[src/rtl/reset_sequencer.sv]
// reset_sequencer
//
// Purpose:
//   Staged reset generator. It holds every downstream reset domain in reset
//   until the PLL is locked and no reset request (debounced push button or
//   soft_reset) is active, then releases the domains one at a time, in order
//   0..CHANNELS-1, with STAGE_CYCLES clocks between releases. Losing lock
//   re-asserts all resets and the release sequence restarts after relock.
//   Falling edges of the synchronised lock signal are counted (saturating).
//
// Ports:
//   clk              in   system clock
//   reset            in   asynchronous active-high block reset
//   pll_locked       in   PLL lock indication, asynchronous to clk
//   button_n         in   push button, active-low, asynchronous
//   soft_reset       in   synchronous single-cycle reset request
//   rst_out          out  per-domain active-high resets (registered)
//   all_ready        out  high only while in RUN (registered)
//   state            out  HOLD=0, WAIT_LOCK=1, RELEASE=2, RUN=3
//   lock_loss_count  out  saturating count of synced lock falling edges

module reset_sequencer #(
    parameter int CHANNELS      = 4,
    parameter int SYNC_STAGES   = 2,
    parameter int DEBOUNCE_BITS = 16,
    parameter int STAGE_CYCLES  = 16,
    parameter int LOSS_WIDTH    = 8
) (
    input  logic                  clk,
    input  logic                  reset,
    input  logic                  pll_locked,
    input  logic                  button_n,
    input  logic                  soft_reset,
    output logic [CHANNELS-1:0]   rst_out,
    output logic                  all_ready,
    output logic [1:0]            state,
    output logic [LOSS_WIDTH-1:0] lock_loss_count
);

    localparam logic [1:0] ST_HOLD      = 2'd0;
    localparam logic [1:0] ST_WAIT_LOCK = 2'd1;
    localparam logic [1:0] ST_RELEASE   = 2'd2;
    localparam logic [1:0] ST_RUN       = 2'd3;

    localparam int CH_W = (CHANNELS > 1) ? $clog2(CHANNELS) : 1;
    localparam int ST_W = (STAGE_CYCLES > 1) ? $clog2(STAGE_CYCLES) : 1;

    localparam logic [CH_W-1:0] CH_LAST    = CH_W'(CHANNELS - 1);
    localparam logic [ST_W-1:0] STAGE_LAST = ST_W'(STAGE_CYCLES - 1);

    // Synchronizers: lock resets to "not locked", button to "released".
    logic [SYNC_STAGES-1:0]   r_lock_sync;
    logic [SYNC_STAGES-1:0]   r_btn_sync;
    logic                     w_locked_s;
    logic                     w_button_s;

    logic                     r_locked_d;
    logic                     w_lock_fall;

    logic [DEBOUNCE_BITS-1:0] r_db_cnt;
    logic                     r_pressed;

    logic [1:0]               r_state;
    logic [1:0]               w_state_next;
    logic [CHANNELS-1:0]      r_rst_out;
    logic [CHANNELS-1:0]      w_rst_next;
    logic [ST_W-1:0]          r_stage_cnt;
    logic [ST_W-1:0]          w_stage_next;
    logic [CH_W-1:0]          r_ch_idx;
    logic [CH_W-1:0]          w_ch_next;
    logic                     r_all_ready;
    logic [LOSS_WIDTH-1:0]    r_loss_cnt;

    assign w_locked_s  = r_lock_sync[SYNC_STAGES-1];
    assign w_button_s  = r_btn_sync[SYNC_STAGES-1];
    assign w_lock_fall = r_locked_d & ~w_locked_s;

    always_ff @(posedge clk or posedge reset) begin
        if (reset) begin
            r_lock_sync <= '0;
            r_btn_sync  <= '1;
            r_locked_d  <= 1'b0;
        end else begin
            r_lock_sync <= {r_lock_sync[SYNC_STAGES-2:0], pll_locked};
            r_btn_sync  <= {r_btn_sync[SYNC_STAGES-2:0], button_n};
            r_locked_d  <= w_locked_s;
        end
    end

    // Debouncer: the counter saturates at all ones; the low sample that
    // finds it saturated is the 2^DEBOUNCE_BITS-th consecutive one.
    always_ff @(posedge clk or posedge reset) begin
        if (reset) begin
            r_db_cnt  <= '0;
            r_pressed <= 1'b0;
        end else if (w_button_s) begin
            r_db_cnt  <= '0;
            r_pressed <= 1'b0;
        end else if (&r_db_cnt) begin
            r_pressed <= 1'b1;
        end else begin
            r_db_cnt  <= r_db_cnt + DEBOUNCE_BITS'(1);
        end
    end

    // Sequencer next-state logic. Reset requests override everything else.
    // Lock loss is tested on the level of locked_s: RELEASE/RUN are only
    // entered with locked_s high, so a low level there is always a fresh
    // falling edge, and no channel can be released while unlocked.
    always_comb begin
        w_state_next = r_state;
        w_rst_next   = r_rst_out;
        w_stage_next = r_stage_cnt;
        w_ch_next    = r_ch_idx;
        if (r_pressed || soft_reset) begin
            w_state_next = ST_HOLD;
            w_rst_next   = '1;
        end else begin
            case (r_state)
                ST_HOLD: begin
                    w_state_next = ST_WAIT_LOCK;
                    w_rst_next   = '1;
                end
                ST_WAIT_LOCK: begin
                    w_rst_next = '1;
                    if (w_locked_s) begin
                        w_state_next = ST_RELEASE;
                        w_stage_next = '0;
                        w_ch_next    = '0;
                    end
                end
                ST_RELEASE: begin
                    if (!w_locked_s) begin
                        w_state_next = ST_WAIT_LOCK;
                        w_rst_next   = '1;
                    end else if (r_stage_cnt == STAGE_LAST) begin
                        w_stage_next         = '0;
                        w_rst_next[r_ch_idx] = 1'b0;
                        if (r_ch_idx == CH_LAST) begin
                            w_state_next = ST_RUN;
                        end else begin
                            w_ch_next = r_ch_idx + CH_W'(1);
                        end
                    end else begin
                        w_stage_next = r_stage_cnt + ST_W'(1);
                    end
                end
                ST_RUN: begin
                    if (!w_locked_s) begin
                        w_state_next = ST_WAIT_LOCK;
                        w_rst_next   = '1;
                    end else begin
                        w_rst_next = '0;
                    end
                end
                default: begin
                    w_state_next = ST_HOLD;
                    w_rst_next   = '1;
                end
            endcase
        end
    end

    always_ff @(posedge clk or posedge reset) begin
        if (reset) begin
            r_state     <= ST_HOLD;
            r_rst_out   <= '1;
            r_stage_cnt <= '0;
            r_ch_idx    <= '0;
            r_all_ready <= 1'b0;
        end else begin
            r_state     <= w_state_next;
            r_rst_out   <= w_rst_next;
            r_stage_cnt <= w_stage_next;
            r_ch_idx    <= w_ch_next;
            // Decoded from the next state so all_ready lines up with state.
            r_all_ready <= (w_state_next == ST_RUN);
        end
    end

    // Lock-loss counter counts every synced falling edge, whatever the state
    // and even when a reset request is being honoured on the same edge.
    always_ff @(posedge clk or posedge reset) begin
        if (reset) begin
            r_loss_cnt <= '0;
        end else if (w_lock_fall && !(&r_loss_cnt)) begin
            r_loss_cnt <= r_loss_cnt + LOSS_WIDTH'(1);
        end
    end

    assign rst_out         = r_rst_out;
    assign all_ready       = r_all_ready;
    assign state           = r_state;
    assign lock_loss_count = r_loss_cnt;

endmodule

[config.mk]
export PLATFORM = sky130hd
export DESIGN_NAME = reset_sequencer
export DESIGN_NICKNAME = d
export VERILOG_FILES = /design/src/rtl/reset_sequencer.sv
export SDC_FILE = /design/constraint.sdc
export NUM_CORES = 1
export LEC_CHECK = 0
export BUFFER_PORTS_ARGS = -buffer_cell sky130_fd_sc_hd__buf_2
export CAP_MARGIN = 15
export CELL_PAD_IN_SITES_DETAIL_PLACEMENT = 0
export CELL_PAD_IN_SITES_GLOBAL_PLACEMENT = 1
export CORE_MARGIN = 2
export CORE_UTILIZATION = 40
export DETAILED_ROUTE_END_ITERATION = 6
export PLACE_DENSITY_LB_ADDON = 0.25
export SLEW_MARGIN = 20
export SYNTH_ARGS = -nofsm -noshare
export SYNTH_HDL_FRONTEND = slang
export SYNTH_SLANG_ARGS = --single-unit
[constraint.sdc]
create_clock -name clk -period 1.8 [get_ports clk]
set_input_delay 0.27 -clock clk [delete_from_list [all_inputs] [get_ports clk]]
set_output_delay 0.27 -clock clk [all_outputs]
set_load 0.02 [all_outputs]
==> flow_metrics.env, run 1 <==
export IMPL_clk_pin_slew_ps=90
export IMPL_final_max_slew_violation_count=0
export IMPL_num_vias=1774
export IMPL_syn_area_mm2=0.00219
export IMPL_place_port_buffers=19
export IMPL_dieArea_mm2=0.00608
export IMPL_antenna_found_initial=0
export IMPL_drt_initial_drc_count=88
export IMPL_netlist_cell_type_count=45
export IMPL_grt_pass1_vias=1638
export IMPL_synth_most_common_cell="dfrtp_1"
export IMPL_ant_nets=0
export IMPL_clockBufferDepth=2
export IMPL_worstSetupEndpointType="flip-flop"
export IMPL_antennaDiodeCount=0
export IMPL_syn_inst=219
export IMPL_tns_ps=0
export IMPL_synth_fp_nets=236
export IMPL_cp_start_kind="flip-flop"
export IMPL_dpl_hpwl_mm=3.06
export IMPL_drc=0
export IMPL_post_drt_wl_per_cell_um=13.0
export IMPL_grt_pass1_wl_mm=7.34
export IMPL_cap_violations=0
export IMPL_pin_count=20
export IMPL_place_gp_congestion=0.786
export IMPL_utilization_pct=51.5
export IMPL_power_density_mw_per_mm2=852
export IMPL_yosys_warnings=0
export IMPL_cts_buffers=5
export IMPL_hold_viol=0
export IMPL_grt_max_degree=44
export IMPL_clock_sinks=43
export IMPL_yosysTopAreaCell="dfrtp_1"
export IMPL_nets=282
export IMPL_grt_usage_pct=15.3
export IMPL_fillers=517
export IMPL_slew_headroom_pct=65.0
export IMPL_ctsHoldBuffers=0
export IMPL_fp_row_count=26
export IMPL_crit_fanout=5
export IMPL_yosysSeqAreaShare_pct=49.5
export IMPL_ys_seq_elements=43
export IMPL_start_util_pct=42.1
export IMPL_synth_edff_count=0
export IMPL_area_growth_pct=22.3
export IMPL_die_h_um=78.0
export IMPL_status="completed"
export IMPL_skew_ps=14.8
export IMPL_synth_area_leaders="dfrtp_1 (42%), dfstp_2 (7.2%), ha_1 (6.9%)"
export IMPL_drtPass1Iterations=4
export IMPL_fin_crit_sh_pct=95.7
export IMPL_htreeDepth=2
export IMPL_cp_data_required_time_ps=1990
export IMPL_final_layout_size_suffix_gt1_share_pct=25.6
export IMPL_grt_overflow_total=0
export IMPL_clk_insertion_delay_late_ps=300
export IMPL_synth_top_area_share_pct=42.3
export IMPL_tightest_slew_ps=520
export IMPL_yosys_top_cells_count="dfrtp_1 (37), nand2_1 (21), nor2_1 (16)"
export IMPL_cts_tree="done"
export IMPL_cts_root_buffer="clkbuf_8"
export IMPL_p_leak_nw=1.19
export IMPL_post_route_min_period_ps=1720
export IMPL_synth_ff_type="dfrtp_1"
export IMPL_synth_avg_cell_area_um2=10.0
export IMPL_fin_hold_ws_ps=70.4
export IMPL_core_mm2=0.00520
export IMPL_vdd_drop_max_v=0.000370
export IMPL_arrival_ps=1910
export IMPL_fmax_mhz=580
export IMPL_async_flop_share_pct=100
export IMPL_via_per_inst=5.28
export IMPL_setup_slack_ps=76.7
export IMPL_crit_type="reg2reg"
export IMPL_pre_cts_ws_ps=-16.0
export IMPL_routed_wl_mm=4.36
export IMPL_hold_path_class="in2reg"
export IMPL_setup_viol=0
export IMPL_fp_dieW_um=78.0
-- what timing repair did --
item,in CTS,in global routing
pin swaps,0,0
endpoints found under the setup margin,1,8
setup buffers,0,2
gates resized for setup,1,5
-- area by class of cell --
type,count,area (um2),share of cell area (%)
tap,70,87.6,3.27
sequential,43,1080,40.4
inverter,10,37.5,1.40
clock buffer,6,82.6,3.08
clock inverter,2,35.0,1.31
timing repair buffer,43,275,10.3
multi-input combinational,162,1080,40.2
-- path summary, 6_finish.rpt --
| path | depth (start not counted) | startpoint | slack [ps] | endpoint |
|---|---|---|---|---|
| max | 5 | r_db_cnt[0]$_DFFE_PP0P_ | 80 | r_db_cnt[0]$_DFFE_PP0P_ |
| min reg2reg | 0 | r_lock_sync[0]$_DFF_PP0_ | 350 | r_lock_sync[1]$_DFF_PP0_ |
| max reg2reg | 5 | r_db_cnt[0]$_DFFE_PP0P_ | 80 | r_db_cnt[0]$_DFFE_PP0P_ |
| max in group asynchronous | 3 | reset | 1320 | rst_out[0]$_DFFE_PP1P_ |
| min in group asynchronous | 3 | reset | 90 | r_db_cnt[11]$_DFFE_PP0P_ |
| min | 1 | pll_locked | 70 | r_lock_sync[0]$_DFF_PP0_ |
-- where the power goes --
part,switching [mW],internal [mW],leakage (nW),total [mW]
logic,0.211,0.154,0.565,0.364
clock network,0.327,0.449,0.0612,0.776
registers,0.0936,1.05,0.559,1.14
total,0.631,1.65,1.19,2.28
-- sequential cells by signal, summed over array words and instances (netlist names) --
| signal | flops |
|---|---|
| r_db_cnt | 16 |
| lock_loss_count | 8 |
| r_stage_cnt | 4 |
| rst_out | 4 |
| r_btn_sync | 2 |
| r_ch_idx | 2 |
| r_lock_sync | 2 |
| state | 2 |
| all_ready | 1 |
| r_locked_d | 1 |
| r_pressed | 1 |
-- critical path: stages (launching register included) --
cell and delay, ps:
dfrtp_1 420, ha_1 220, nand3_2 120, or3_4 350
nor3_2 160, mux2_2 350
-- cell families after synthesis --
group,count (synthesis),synth area share (%)
and+or+nand+nor,91,22.3
AOI/OAI and AO/OA,50,14.9
DFF,43,49.5
buffers and inverters,14,2.46
adders and majority gates,12,6.85
xor gates and xnor gates,5,2.00
muxes,4,2.00
-- metal layers --
metal	track usage, %	share of wire (%)
met1	19.8	49
met2	24.8	46
met3	3.84	3.0
met4	5.79	1.7
met5	0	0
-- per-stage QoR --
step | power, mW | cells | cell area [um2]
floorplan | 1.38 | 219 | 2190
global route | 2.40 | 336 | 2680
detailed placement | 1.52 | 326 | 2520
CTS | 2.31 | 334 | 2650
global placement | 1.51 | 326 | 2520
finish | 2.28 | 336 | 2680
-- layout by cell type, fill, tap and decap left out, types with 3 or more instances in the layout --
| cell type | count |
|---|---|
| a211oi_1 | 3 |
| a21oi_1 | 11 |
| a31oi_1 | 6 |
| a41oi_1 | 3 |
| and2_1 | 3 |
| and3_1 | 4 |
| and4_1 | 3 |
| buf_2 | 19 |
| buf_4 | 24 |
| clkbuf_8 | 6 |
| dfrtp_1 | 37 |
| dfstp_2 | 6 |
| ha_1 | 12 |
| inv_1 | 9 |
| mux2_2 | 3 |
| nand2_1 | 21 |
| nand3_1 | 9 |
| nand4_1 | 6 |
| nor2_1 | 16 |
| nor2b_1 | 5 |
| nor3_1 | 3 |
| nor4_1 | 3 |
| o211ai_1 | 4 |
| o21ai_0 | 10 |
| or4_1 | 3 |
| xnor2_1 | 4 |
(Power assumes the default switching activity.)
==> run 2: changes to the inputs <==
Settings changed: BUFFER_PORTS_ARGS -buffer_cell sky130_fd_sc_hd__buf_2 to -buffer_cell sky130_fd_sc_hd__buf_4.
==> flow_metrics.env, run 2 (synthesis results as in run 1) <==
export IMPL_status="completed"
export IMPL_cp_start_kind="flip-flop"
export IMPL_slew_headroom_pct=65.1
export IMPL_wl_met3_um=141
export IMPL_p_total_mw=2.43
export IMPL_hold_viol=0
export IMPL_worstSetupEndpointType="flip-flop"
export IMPL_drc=0
export IMPL_largest_register="r_db_cnt"
export IMPL_highest_layer="met4"
export IMPL_route_met2_wl_mm=2.19
export IMPL_fin_hold_ws_ps=75.4
export IMPL_crit_type="reg2reg"
export IMPL_worstHoldPathCells=1
export IMPL_p_leak_nw=1.19
export IMPL_fin_crit_sh_pct=95.2
export IMPL_skew_ps=10.9
export IMPL_crit_path_start="r_db_cnt[0]$_DFFE_PP0P_"
export IMPL_seq_area_mm2=0.00108
export IMPL_cts_buffers=5
export IMPL_grt_usage_pct=16.0
export IMPL_fp_dieW_um=78.0
export IMPL_layout_cells_most_common="buf_4"
export IMPL_via_per_inst=5.40
export IMPL_crit_fanout=6
export IMPL_drt_initial_drc_count=103
export IMPL_htreeDepth=2
export IMPL_die_h_um=78.0
export IMPL_tightest_slew_ps=523
export IMPL_multi_input_area_mm2=0.00110
export IMPL_r2r_cells=4
export IMPL_fp_row_count=26
export IMPL_dpl_hpwl_mm=3.06
export IMPL_post_drt_wl_per_cell_um=13.6
export IMPL_worstHoldStart="pll_locked"
export IMPL_ant_nets=0
export IMPL_grt_max_degree=44
export IMPL_final_max_slew_violation_count=0
export IMPL_dieArea_mm2=0.00608
export IMPL_clockBufferDepth=2
export IMPL_rrSetupSlack_ps=90
export IMPL_start_util_pct=42.1
export IMPL_utilization_pct=52.6
export IMPL_setup_viol=0
export IMPL_cts_root_buffer="clkbuf_8"
export IMPL_num_vias=1792
export IMPL_routed_wl_mm=4.51
export IMPL_nets=278
export IMPL_cap_violations=0
export IMPL_clk_insertion_delay_late_ps=300
export IMPL_drtPass1Iterations=4
export IMPL_wl_met1_mm=2.11
export IMPL_cp_data_required_time_ps=2030
export IMPL_holdPathEnd="r_lock_sync[0]$_DFF_PP0_"
export IMPL_grt_pass1_vias=1704
export IMPL_post_route_min_period_ps=1710
export IMPL_grt_pass1_wl_mm=7.69
export IMPL_area_growth_pct=25.0
export IMPL_clk_pin_slew_ps=80
export IMPL_arrival_ps=1940
export IMPL_fillers=526
export IMPL_clock_sinks=43
export IMPL_reg2reg_from="r_db_cnt[0]$_DFFE_PP0P_"
export IMPL_core_mm2=0.00520
export IMPL_power_density_mw_per_mm2=886
export IMPL_final_layout_size_suffix_gt1_share_pct=25.6
export IMPL_vdd_drop_max_v=0.000404
export IMPL_cts_tree="done"
export IMPL_antennaDiodeCount=0
export IMPL_reg2reg_to="r_db_cnt[15]$_DFFE_PP0P_"
export IMPL_pin_count=20
export IMPL_largest_reg_flops=16
export IMPL_layout_common_cells="buf_4 (39), dfrtp_1 (37), nand2_1 (20), nor2_1 (16), ha_1 (12)"
export IMPL_grt_overflow_total=0
export IMPL_place_gp_congestion=0.739
export IMPL_rsz0062_at_grt="yes"
export IMPL_antenna_found_initial=0
export IMPL_hold_path_class="in2reg"
export IMPL_place_port_buffers=19
export IMPL_fmax_mhz=583
export IMPL_ctsHoldBuffers=0
## run 2: worst max-delay path, stage by stage (launching register included)
cell and delay (ps):
dfrtp_1 410, nand4_1 140, or3_4 440, or4b_1 510, a21oi_1 150
## run 2: stage by stage
stage	instances	area [um2]	setup WS (ps)	TNS, ps
3_5_place_dp	322	2540	0.668	0
3_3_place_gp	322	2540	40.6	0
4_1_cts	330	2690	1.51	0
5_1_grt	332	2740	-42.3	-42.3
2_1_floorplan	219	2190	21.7	0
6_report	332	2740	85.7	0
## run 2: where the power goes
part,internal (mW),total (mW),switching [mW]
Combinational,0.185,0.392,0.207
Clock,0.553,0.894,0.341
Sequential,1.05,1.14,0.0925
## run 2: per-layer routing
metal | up-vias | global-route usage (%)
met5 | - | 0
met4 | 0 | 5.96
met3 | 6 | 4.19
met2 | 19 | 26.0
met1 | 879 | 20.6
li1 | 888 | -
## run 2: timing repair
item | 4_1_cts | 5_1_grt
resized for setup | 3 | 7
setup endpoints to repair | 5 | 9
buffers inserted | 0 | 2
pin swaps | 0 | 1
## run 2: final cells by class
cell class,count,area share (%)
clock buffers,5,2.51
clock inverters,3,2.47
inverters,10,1.37
multi-input cells,162,40.2
flip-flops and latches,43,39.6
well taps,70,3.20
repair buffers,39,10.7
## run 2: how the worst max path moves through the flow
stage	slack [ps]	cells past startpoint	endpoint
2_1_floorplan	20	5	r_db_cnt[15]$_DFFE_PP0P_
3_3_place_gp	40	5	r_db_cnt[0]$_DFFE_PP0P_
3_5_place_dp	0.7	5	r_db_cnt[0]$_DFFE_PP0P_
4_1_cts	2	4	r_db_cnt[15]$_DFFE_PP0P_
5_1_grt	-40	4	r_db_cnt[15]$_DFFE_PP0P_
6_report	90	4	r_db_cnt[15]$_DFFE_PP0P_
==> run 3: changes to the inputs <==
Settings changed: BUFFER_PORTS_ARGS -buffer_cell sky130_fd_sc_hd__buf_4 to default, DONT_BUFFER_PORTS from default to 1.
==> flow_metrics.env, run 3 (synthesis results as in run 1) <==
export IMPL_cap_violations=0
export IMPL_cp_data_required_time_ps=1980
export IMPL_clk_insertion_delay_late_ps=300
export IMPL_clock_sinks=43
export IMPL_antennaDiodeCount=0
export IMPL_dpl_hpwl_mm=3.07
export IMPL_slew_headroom_pct=63.8
export IMPL_cts_buffers=5
export IMPL_die_h_um=78.0
export IMPL_pre_cts_ws_ps=2.32
export IMPL_start_util_pct=42.1
export IMPL_final_layout_size_suffix_gt1_share_pct=22.3
export IMPL_power_density_mw_per_mm2=871
export IMPL_cp_start_kind="flip-flop"
export IMPL_ant_nets=0
export IMPL_htreeDepth=2
export IMPL_place_gp_congestion=0.820
export IMPL_cts_root_buffer="clkbuf_8"
export IMPL_fillers=492
export IMPL_tightest_slew_ps=543
export IMPL_cts_tree="done"
export IMPL_dieArea_mm2=0.00608
export IMPL_p_total_mw=2.32
export IMPL_fmax_mhz=572
export IMPL_nets=272
export IMPL_via_per_inst=5.30
export IMPL_layout_cells_most_common="dfrtp_1"
export IMPL_core_mm2=0.00520
export IMPL_drt_initial_drc_count=55
export IMPL_crit_fanout=6
export IMPL_arrival_ps=1930
export IMPL_final_max_slew_violation_count=0
export IMPL_post_route_min_period_ps=1750
export IMPL_drtPass1Iterations=4
export IMPL_setup_slack_ps=52.2
export IMPL_area_growth_pct=21.5
export IMPL_rsz0062_at_grt="yes"
export IMPL_hold_path_class="in2reg"
export IMPL_hold_viol=0
export IMPL_multi_input_area_mm2=0.00108
export IMPL_place_port_buffers=0
export IMPL_vdd_drop_max_v=0.000489
export IMPL_fin_crit_sh_pct=97.1
export IMPL_seq_area_mm2=0.00108
export IMPL_layout_common_cells="dfrtp_1 (36), buf_4 (30), nand2_1 (20), nor2_1 (16)"
export IMPL_num_vias=1728
export IMPL_antenna_found_initial=0
export IMPL_status="completed"
export IMPL_grt_pass1_wl_mm=7.57
export IMPL_grt_overflow_total=0
export IMPL_grt_max_degree=44
export IMPL_crit_type="reg2reg"
export IMPL_worstSetupEndpointType="flip-flop"
export IMPL_cpMaxStageDelayCell="dfrtp_1"
export IMPL_largest_register="r_db_cnt"
export IMPL_routed_wl_mm=4.38
export IMPL_clk_pin_slew_ps=90
export IMPL_max_stage_delay_ps=430
export IMPL_grt_pass1_vias=1705
export IMPL_drc=0
export IMPL_p_leak_nw=1.15
export IMPL_skew_ps=5.63
export IMPL_clockBufferDepth=2
export IMPL_post_drt_wl_per_cell_um=13.4
export IMPL_setup_viol=0
export IMPL_cp_cell_sequence="ha_2, nand3_2, or3_1, nor3_2, mux2_2"
export IMPL_fp_row_count=26
export IMPL_grt_usage_pct=15.7
export IMPL_pin_count=20
export IMPL_fp_dieW_um=78.0
export IMPL_largest_reg_flops=16
run 3: metal layers:
| layer | routed length [um] | part of all wire [%] | GRT usage (%) |
|---|---|---|---|
| met4 | 34 | 0.78 | 5.79 |
| met3 | 214 | 4.9 | 4.19 |
| met5 | 0 | 0 | 0 |
| met1 | 2090 | 48 | 20.2 |
| met2 | 2040 | 47 | 25.4 |
run 3: worst paths after layout:
kind                                          from                       to  slack [ps]  cells after the start
max                        r_db_cnt[0]$_DFFE_PP0P_  r_db_cnt[0]$_DFFE_PP0P_          50                      5
min in group asynchronous                    reset       state[1]$_DFF_PP0_         560                      3
max reg2reg                r_db_cnt[0]$_DFFE_PP0P_  r_db_cnt[0]$_DFFE_PP0P_          50                      5
max in group asynchronous                    reset  r_db_cnt[2]$_DFFE_PP0P_         850                      3
min reg2reg                r_btn_sync[0]$_DFF_PP1_  r_btn_sync[1]$_DFF_PP1_         360                      0
min                                     soft_reset       state[1]$_DFF_PP0_         130                      2
run 3: critical path: cells and delay by family (launching register included):
kind | cells | cell delay [ps]
adder cells (fa/ha/maj) | 1 | 220
AND/OR/NAND/NOR | 3 | 640
flip-flops | 1 | 430
multiplexers | 1 | 350
run 3: through the flow:
step	hold WS [ps]	util [%]	setup TNS, ps	area [um2]	cells
after floorplan	274	-	0	2190	219
after global placement	275	47.6	0	2480	314
after detailed placement	275	47.6	0	2480	314
after CTS	118	50.6	0	2630	325
after global routing	117	51.2	-101	2660	326
final	131	51.2	0	2660	326
run 3: cell type report:
| type | count | share of cell area, % |
|---|---|---|
| Clock buffer | 6 | 3.10 |
| Clock inverter | 2 | 1.32 |
| Timing Repair Buffer | 33 | 9.59 |
| Multi-Input combinational cell | 162 | 40.6 |
| Tap cell | 70 | 3.29 |
| Inverter | 10 | 1.41 |
| Sequential cell | 43 | 40.7 |
run 3: report_power, final:
group / internal (mW) / leakage, nW / switching (mW) / total, mW
Sequential: 1.05 / 0.558 / 0.0512 / 1.10
Combinational: 0.185 / 0.529 / 0.254 / 0.439
Clock: 0.449 / 0.0612 / 0.333 / 0.782
Total: 1.68 / 1.15 / 0.638 / 2.32
run 3: what timing repair did:
item	CTS	global route
setup endpoints to repair	1	9
resized for setup	1	7
hold buffers	3	0
setup buffers	0	1
endpoints found under the hold margin	11	0
